[src/rtl/axi_stall_pkg.sv]
// Shared types and helpers for the AXI handshake stall injector.
// Optional statistics counters are enabled with the AXI_STALL_STATS_EN macro.
package axi_stall_pkg;

  typedef enum logic [1:0] {
    MODE_PASS   = 2'd0,
    MODE_RAND   = 2'd1,
    MODE_PERIOD = 2'd2,
    MODE_STALL  = 2'd3
  } mode_e;

  localparam logic [31:0] LFSR_TAPS = 32'h8020_0003;
  localparam logic [31:0] SEED_MIX  = 32'h9E37_79B9;

  // One step of a right-shifting Galois LFSR.
  function automatic logic [31:0] lfsr_next(input logic [31:0] state);
    return {1'b0, state[31:1]} ^ (state[0] ? LFSR_TAPS : 32'h0);
  endfunction

  // Decorrelates channel streams; an all-zero LFSR state would lock up.
  function automatic logic [31:0] chan_seed(input logic [31:0] base, input int unsigned idx);
    logic [31:0] s;
    s = base ^ (idx * SEED_MIX);
    return (s == 32'h0) ? 32'h1 : s;
  endfunction

endpackage

[src/rtl/axi_stall_chan.sv]
// One throttled valid/ready channel: enable generator, valid-stability latch, LFSR, phase counter.
// Handshake/stall counters exist only when AXI_STALL_STATS_EN is defined.
module axi_stall_chan
  import axi_stall_pkg::*;
#(
  parameter int          PROB_W    = 10,
  parameter int          CNT_W     = 8,
  parameter logic [31:0] SEED_INIT = 32'h1
) (
  input  logic              clk,
  input  logic              rst,
  input  logic              src_valid,
  output logic              src_ready,
  output logic              dst_valid,
  input  logic              dst_ready,
  input  logic [1:0]        mode,
  input  logic [PROB_W:0]   prob,
  input  logic [CNT_W-1:0]  on_len,
  input  logic [CNT_W-1:0]  off_len
`ifdef AXI_STALL_STATS_EN
  ,
  output logic [31:0]       hs_cnt,
  output logic [31:0]       stall_cnt
`endif
);

  mode_e             mode_cur;
  mode_e             mode_prev;
  logic              en;
  logic              en_next;
  logic              committed;
  logic              open;
  logic              open_eff;
  logic              mode_chg;
  logic              wrap;
  logic              rand_hit;
  logic              handshake;
  logic [31:0]       lfsr;
  logic [CNT_W-1:0]  ph;
  logic [CNT_W-1:0]  ph_eff;
  logic [CNT_W-1:0]  len_cur;

  assign mode_cur  = mode_e'(mode);
  assign dst_valid = src_valid & (en | committed);
  assign handshake = dst_valid & dst_ready;
  assign src_ready = handshake;

  // A mode write restarts the periodic pattern at the open phase in the same cycle.
  always_comb begin
    mode_chg = (mode_cur != mode_prev);
    open_eff = mode_chg | open;
    ph_eff   = mode_chg ? '0 : ph;
    len_cur  = open_eff ? on_len : off_len;
    wrap     = ({1'b0, ph_eff} + (CNT_W+1)'(1)) >= {1'b0, len_cur};
    rand_hit = {1'b0, lfsr[PROB_W-1:0]} < prob;
    case (mode_cur)
      MODE_PASS:   en_next = 1'b1;
      MODE_RAND:   en_next = rand_hit;
      MODE_PERIOD: en_next = open_eff;
      default:     en_next = 1'b0;
    endcase
  end

  always_ff @(posedge clk or posedge rst) begin
    if (rst) begin
      en        <= 1'b0;
      committed <= 1'b0;
      lfsr      <= SEED_INIT;
      ph        <= '0;
      open      <= 1'b1;
      mode_prev <= MODE_PASS;
    end else begin
      en        <= en_next;
      // A shown-but-unaccepted beat stays visible; a dropped src_valid releases it.
      committed <= dst_valid & ~dst_ready;
      lfsr      <= lfsr_next(lfsr);
      mode_prev <= mode_cur;
      if (wrap) begin
        ph   <= '0;
        open <= ~open_eff;
      end else begin
        ph   <= ph_eff + CNT_W'(1);
        open <= open_eff;
      end
    end
  end

`ifdef AXI_STALL_STATS_EN
  always_ff @(posedge clk or posedge rst) begin
    if (rst) begin
      hs_cnt    <= '0;
      stall_cnt <= '0;
    end else begin
      if (handshake && (hs_cnt != '1))
        hs_cnt <= hs_cnt + 32'd1;
      if (src_valid && !handshake && (stall_cnt != '1))
        stall_cnt <= stall_cnt + 32'd1;
    end
  end
`endif

endmodule

[src/rtl/axi_stall_injector.sv]
// N-channel AXI valid/ready throttle; data buses bypass this block entirely.
// Define AXI_STALL_STATS_EN to add per-channel hs_cnt/stall_cnt outputs.
module axi_stall_injector
  import axi_stall_pkg::*;
#(
  parameter int          N_CH   = 5,
  parameter int          PROB_W = 10,
  parameter int          CNT_W  = 8,
  parameter logic [31:0] SEED   = 32'hACE1_2024
) (
  input  logic                       clk,
  input  logic                       rst,
  input  logic [N_CH-1:0]            src_valid,
  output logic [N_CH-1:0]            src_ready,
  output logic [N_CH-1:0]            dst_valid,
  input  logic [N_CH-1:0]            dst_ready,
  input  logic [2*N_CH-1:0]          mode,
  input  logic [(PROB_W+1)*N_CH-1:0] prob,
  input  logic [CNT_W*N_CH-1:0]      on_len,
  input  logic [CNT_W*N_CH-1:0]      off_len
`ifdef AXI_STALL_STATS_EN
  ,
  output logic [32*N_CH-1:0]         hs_cnt,
  output logic [32*N_CH-1:0]         stall_cnt
`endif
);

  for (genvar i = 0; i < N_CH; i++) begin : g_chan
    axi_stall_chan #(
      .PROB_W    (PROB_W),
      .CNT_W     (CNT_W),
      .SEED_INIT (chan_seed(SEED, i))
    ) u_chan (
      .clk       (clk),
      .rst       (rst),
      .src_valid (src_valid[i]),
      .src_ready (src_ready[i]),
      .dst_valid (dst_valid[i]),
      .dst_ready (dst_ready[i]),
      .mode      (mode[2*i +: 2]),
      .prob      (prob[(PROB_W+1)*i +: PROB_W+1]),
      .on_len    (on_len[CNT_W*i +: CNT_W]),
      .off_len   (off_len[CNT_W*i +: CNT_W])
`ifdef AXI_STALL_STATS_EN
      ,
      .hs_cnt    (hs_cnt[32*i +: 32]),
      .stall_cnt (stall_cnt[32*i +: 32])
`endif
    );
  end

endmodule

[config.mk]
export PLATFORM = sky130hd
export DESIGN_NAME = axi_stall_injector
export DESIGN_NICKNAME = d
export VERILOG_FILES = /design/src/rtl/axi_stall_pkg.sv /design/src/rtl/axi_stall_chan.sv /design/src/rtl/axi_stall_injector.sv
export SDC_FILE = /design/constraint.sdc
export NUM_CORES = 1
export LEC_CHECK = 0
export BUFFER_PORTS_ARGS = -buffer_cell sky130_fd_sc_hd__clkbuf_2
export CAP_MARGIN = 20
export CORE_MARGIN = 1.5
export CORE_UTILIZATION = 51
export CTS_CLUSTER_SIZE = 14
export DETAILED_ROUTE_END_ITERATION = 10
export GPL_TIMING_DRIVEN = 0
export PLACE_DENSITY = 0.76
export SLEW_MARGIN = 40
export SYNTH_ARGS = -nofsm -noshare
export SYNTH_HDL_FRONTEND = slang
export SYNTH_HIERARCHICAL = 1
export SYNTH_SLANG_ARGS = --single-unit
[constraint.sdc]
create_clock -name clk -period 2.5 [get_ports clk]
set_input_delay 0.5 -clock clk [delete_from_list [all_inputs] [get_ports clk]]
set_output_delay 0.5 -clock clk [all_outputs]
set_load 0.01 [all_outputs]
==> results.toml <==
[critical_path]
path_class = "register to register"
start_kind = "register"
path_buf_inv = 0
arrival_ps = 3000
crit_required_ps = 2910
crit_chain = "xor2_2, nor2_4, and2_4, ha_4, nand3_2, xor2_1, nor2_1, ha_1, nand3_2, nand2_2, a41oi_4, o21bai_4, xnor2_2"
critPathMaxStageDelay_ps = 390
crit_top_cell = "nand3_2"
path_delay_family = "simple AND/OR/NAND/NOR gates"
crit_fanout = 5
end_kind = "register"
cp_slowest_cell = "dfrtp_1"

[cts]
numCtsBuffers = 24
insertion_delay_ps = 500
hold_buffers = 0
cts_tree = "done"
htreeDepth = 1
numClockSinks = 225
clock_tree.buffer_depth = 3
cts-root-buf = "clkbuf_16"
clkTransAtPathRegs_ps = 60

[sta]
finalSetupTns_ps = -692
skew_ps = 24.0
tightest_slew_ps = 537
rsz0062_at_grt = "true"
min_period_over_period = 1.04
fin_crit_ps = 2590
fmax_mhz = 386
setup_viol = 19
report.final.slew_viol_count = 0
hold_violations = 0
slew_headroom = 0.642
worst_slack_ps = -89.6

[global_route]
antenna_found_initial = 0
grt_pass1_wl_um = 29600
grt_usage = 0.179
grt_pass1_vias = 6487
grt-ovfl-total = 0
grt_start_max_net_pins = 46

[floorplan]
floorplan.initialDensity = 0.524
die-area_mm2 = 0.0202
rows = 50
io_pins = 167
die_h_um = 142
core_area_mm2 = 0.0188
die_x_um = 142

[outcome]
violations = "negative setup slack"
status = "finished with violations"

[route]
wl_per_cell_um = 14.5
finalWirelength_um = 18900
firstDrtPassIters = 5
via_per_inst = 4.98
drt_iter0_markers = 226
dr_total_vias = 6484
drc = 0
postRouteAntennaNets = 0

[final_layout]
drive_gt1_frac = 0.477
post-route-util = 0.700
final_cell_mix = "clkbuf_2 (171), dfrtp_1 (145), ha_1 (81), dfstp_2 (80), inv_1 (55)"
final_common_cell = "clkbuf_2"
antenna_cells = 0
area_growth_pct = 33.7
fin_nets = 1277

[logic_synthesis]
syn_area_mm2 = 0.00986
synth_cells = 770
async_reset_ff_frac = 1.00
ys_seq_area_frac = 0.581
yosys_register_bits = 225
synth_area_per_cell_um2 = 12.8
synth-edff-count = 0
ys_warn_count = 6
ys.flop_type = "dfrtp_1"
synth.distinct_cells = 29
syn_nets = 1022

[placement]
preCtsSetupSlack_ps = -513
io_buffers = 166
globalplace.congestion = 0.801
dp_hpwl_um = 11600

[power_and_ir_drop]
ir_drop_mv = 0.499
power_density_mw_per_mm2 = 604
p_leak_nw = 6.62

[worst_hold_path]
hp-class = "primary input to register"

[run]
cap_violations = 0
[Yosys cell counts (20+ instances only)]
cell type  count  area share
dfrtp_1      145        0.37
ha_1          95        0.12
dfstp_2       80        0.21
inv_1         60       0.023
nor2_1        50       0.019
xor2_1        50       0.044
mux2i_1       35       0.036
nand2_1       30       0.011
nand3_1       30       0.015
nor3_1        25       0.013
a21oi_1       20       0.010
[report_power, final]
| group | total (mW) | internal [mW] | switching (mW) |
|---|---|---|---|
| clock | 3.47 | 2.13 | 1.34 |
| sequential | 3.74 | 3.70 | 0.0444 |
| combinational | 0.759 | 0.349 | 0.410 |
[registers in the layout (all words and copies together), names as in the netlist]
| register | count |
|---|---|
| g_chan.u_chan/lfsr | 160 |
| g_chan.u_chan/committed | 5 |
| g_chan.u_chan/open | 5 |
| g_chan.u_chan/ph | 40 |
| g_chan.u_chan/en | 5 |
| g_chan.u_chan/mode_prev | 10 |
[kinds of logic (layout without fill, tap and decap cells)]
family / Yosys count / in the layout / synth area share
DFF: 225 / 225 / 0.581
buffers and inverters: 65 / 333 / 0.0247
adders and majority gates: 95 / 95 / 0.121
and+or+nand+nor: 190 / 190 / 0.107
AOI/OAI and AO/OA: 95 / 100 / 0.0723
muxes: 40 / 40 / 0.0412
xor gates and xnor gates: 60 / 60 / 0.0533
[layout make-up]
cell class	count	area, µm²
well taps	260	325
multi-input cells	485	4770
clock buffers	36	697
fillers	1306	5640
flip-flops and latches	225	5730
plain buffers	5	25.0
repair buffers	224	1310
clock inverters	8	90.1
inverters	60	238
[routing by layer]
| metal | part of all wire | vias to the layer above | global-route usage | routed length (µm) |
|---|---|---|---|---|
| met3 | 0.029 | 38 | 0.0252 | 555 |
| met4 | 0.019 | 0 | 0.0440 | 367 |
| li1 | - | 3136 | - | - |
| met2 | 0.51 | 119 | 0.307 | 9660 |
| met5 | 0 | - | 0 | 0 |
| met1 | 0.44 | 3191 | 0.244 | 8290 |
[final timing paths]
path,startpoint,to,slack (ps),cells past startpoint
max in group asynchronous,rst,g_chan[2].u_chan/lfsr[28],1860,2
worst min-delay path,dst_ready[2],g_chan[2].u_chan/committed,150,2
min in group asynchronous,rst,g_chan[3].u_chan/ph[7],230,2
worst max register to register,g_chan[2].u_chan/mode_prev[1],g_chan[2].u_chan/open,-90,13
worst min register to register,g_chan[0].u_chan/lfsr[10],g_chan[0].u_chan/lfsr[9],330,0
worst max-delay path,g_chan[2].u_chan/mode_prev[1],g_chan[2].u_chan/open,-90,13
[timing repair]
item,CTS,global route
endpoints found under the setup margin,45,45
hold endpoints to repair,0,0
gates cloned,5,0
gates resized for setup,57,98
buffers inserted,39,19
pin swaps,51,45
[per-stage QoR]
step	hold slack, ps	std cells	instance area [µm²]	power [mW]
floorplan	331	770	9910	4.14
global placement	334	1196	11100	4.35
detailed placement	336	1196	11100	4.38
CTS	134	1284	12500	8.00
global route	135	1303	13200	8.33
finish	150	1303	13200	7.97
Power figures use the tool's default switching activity.
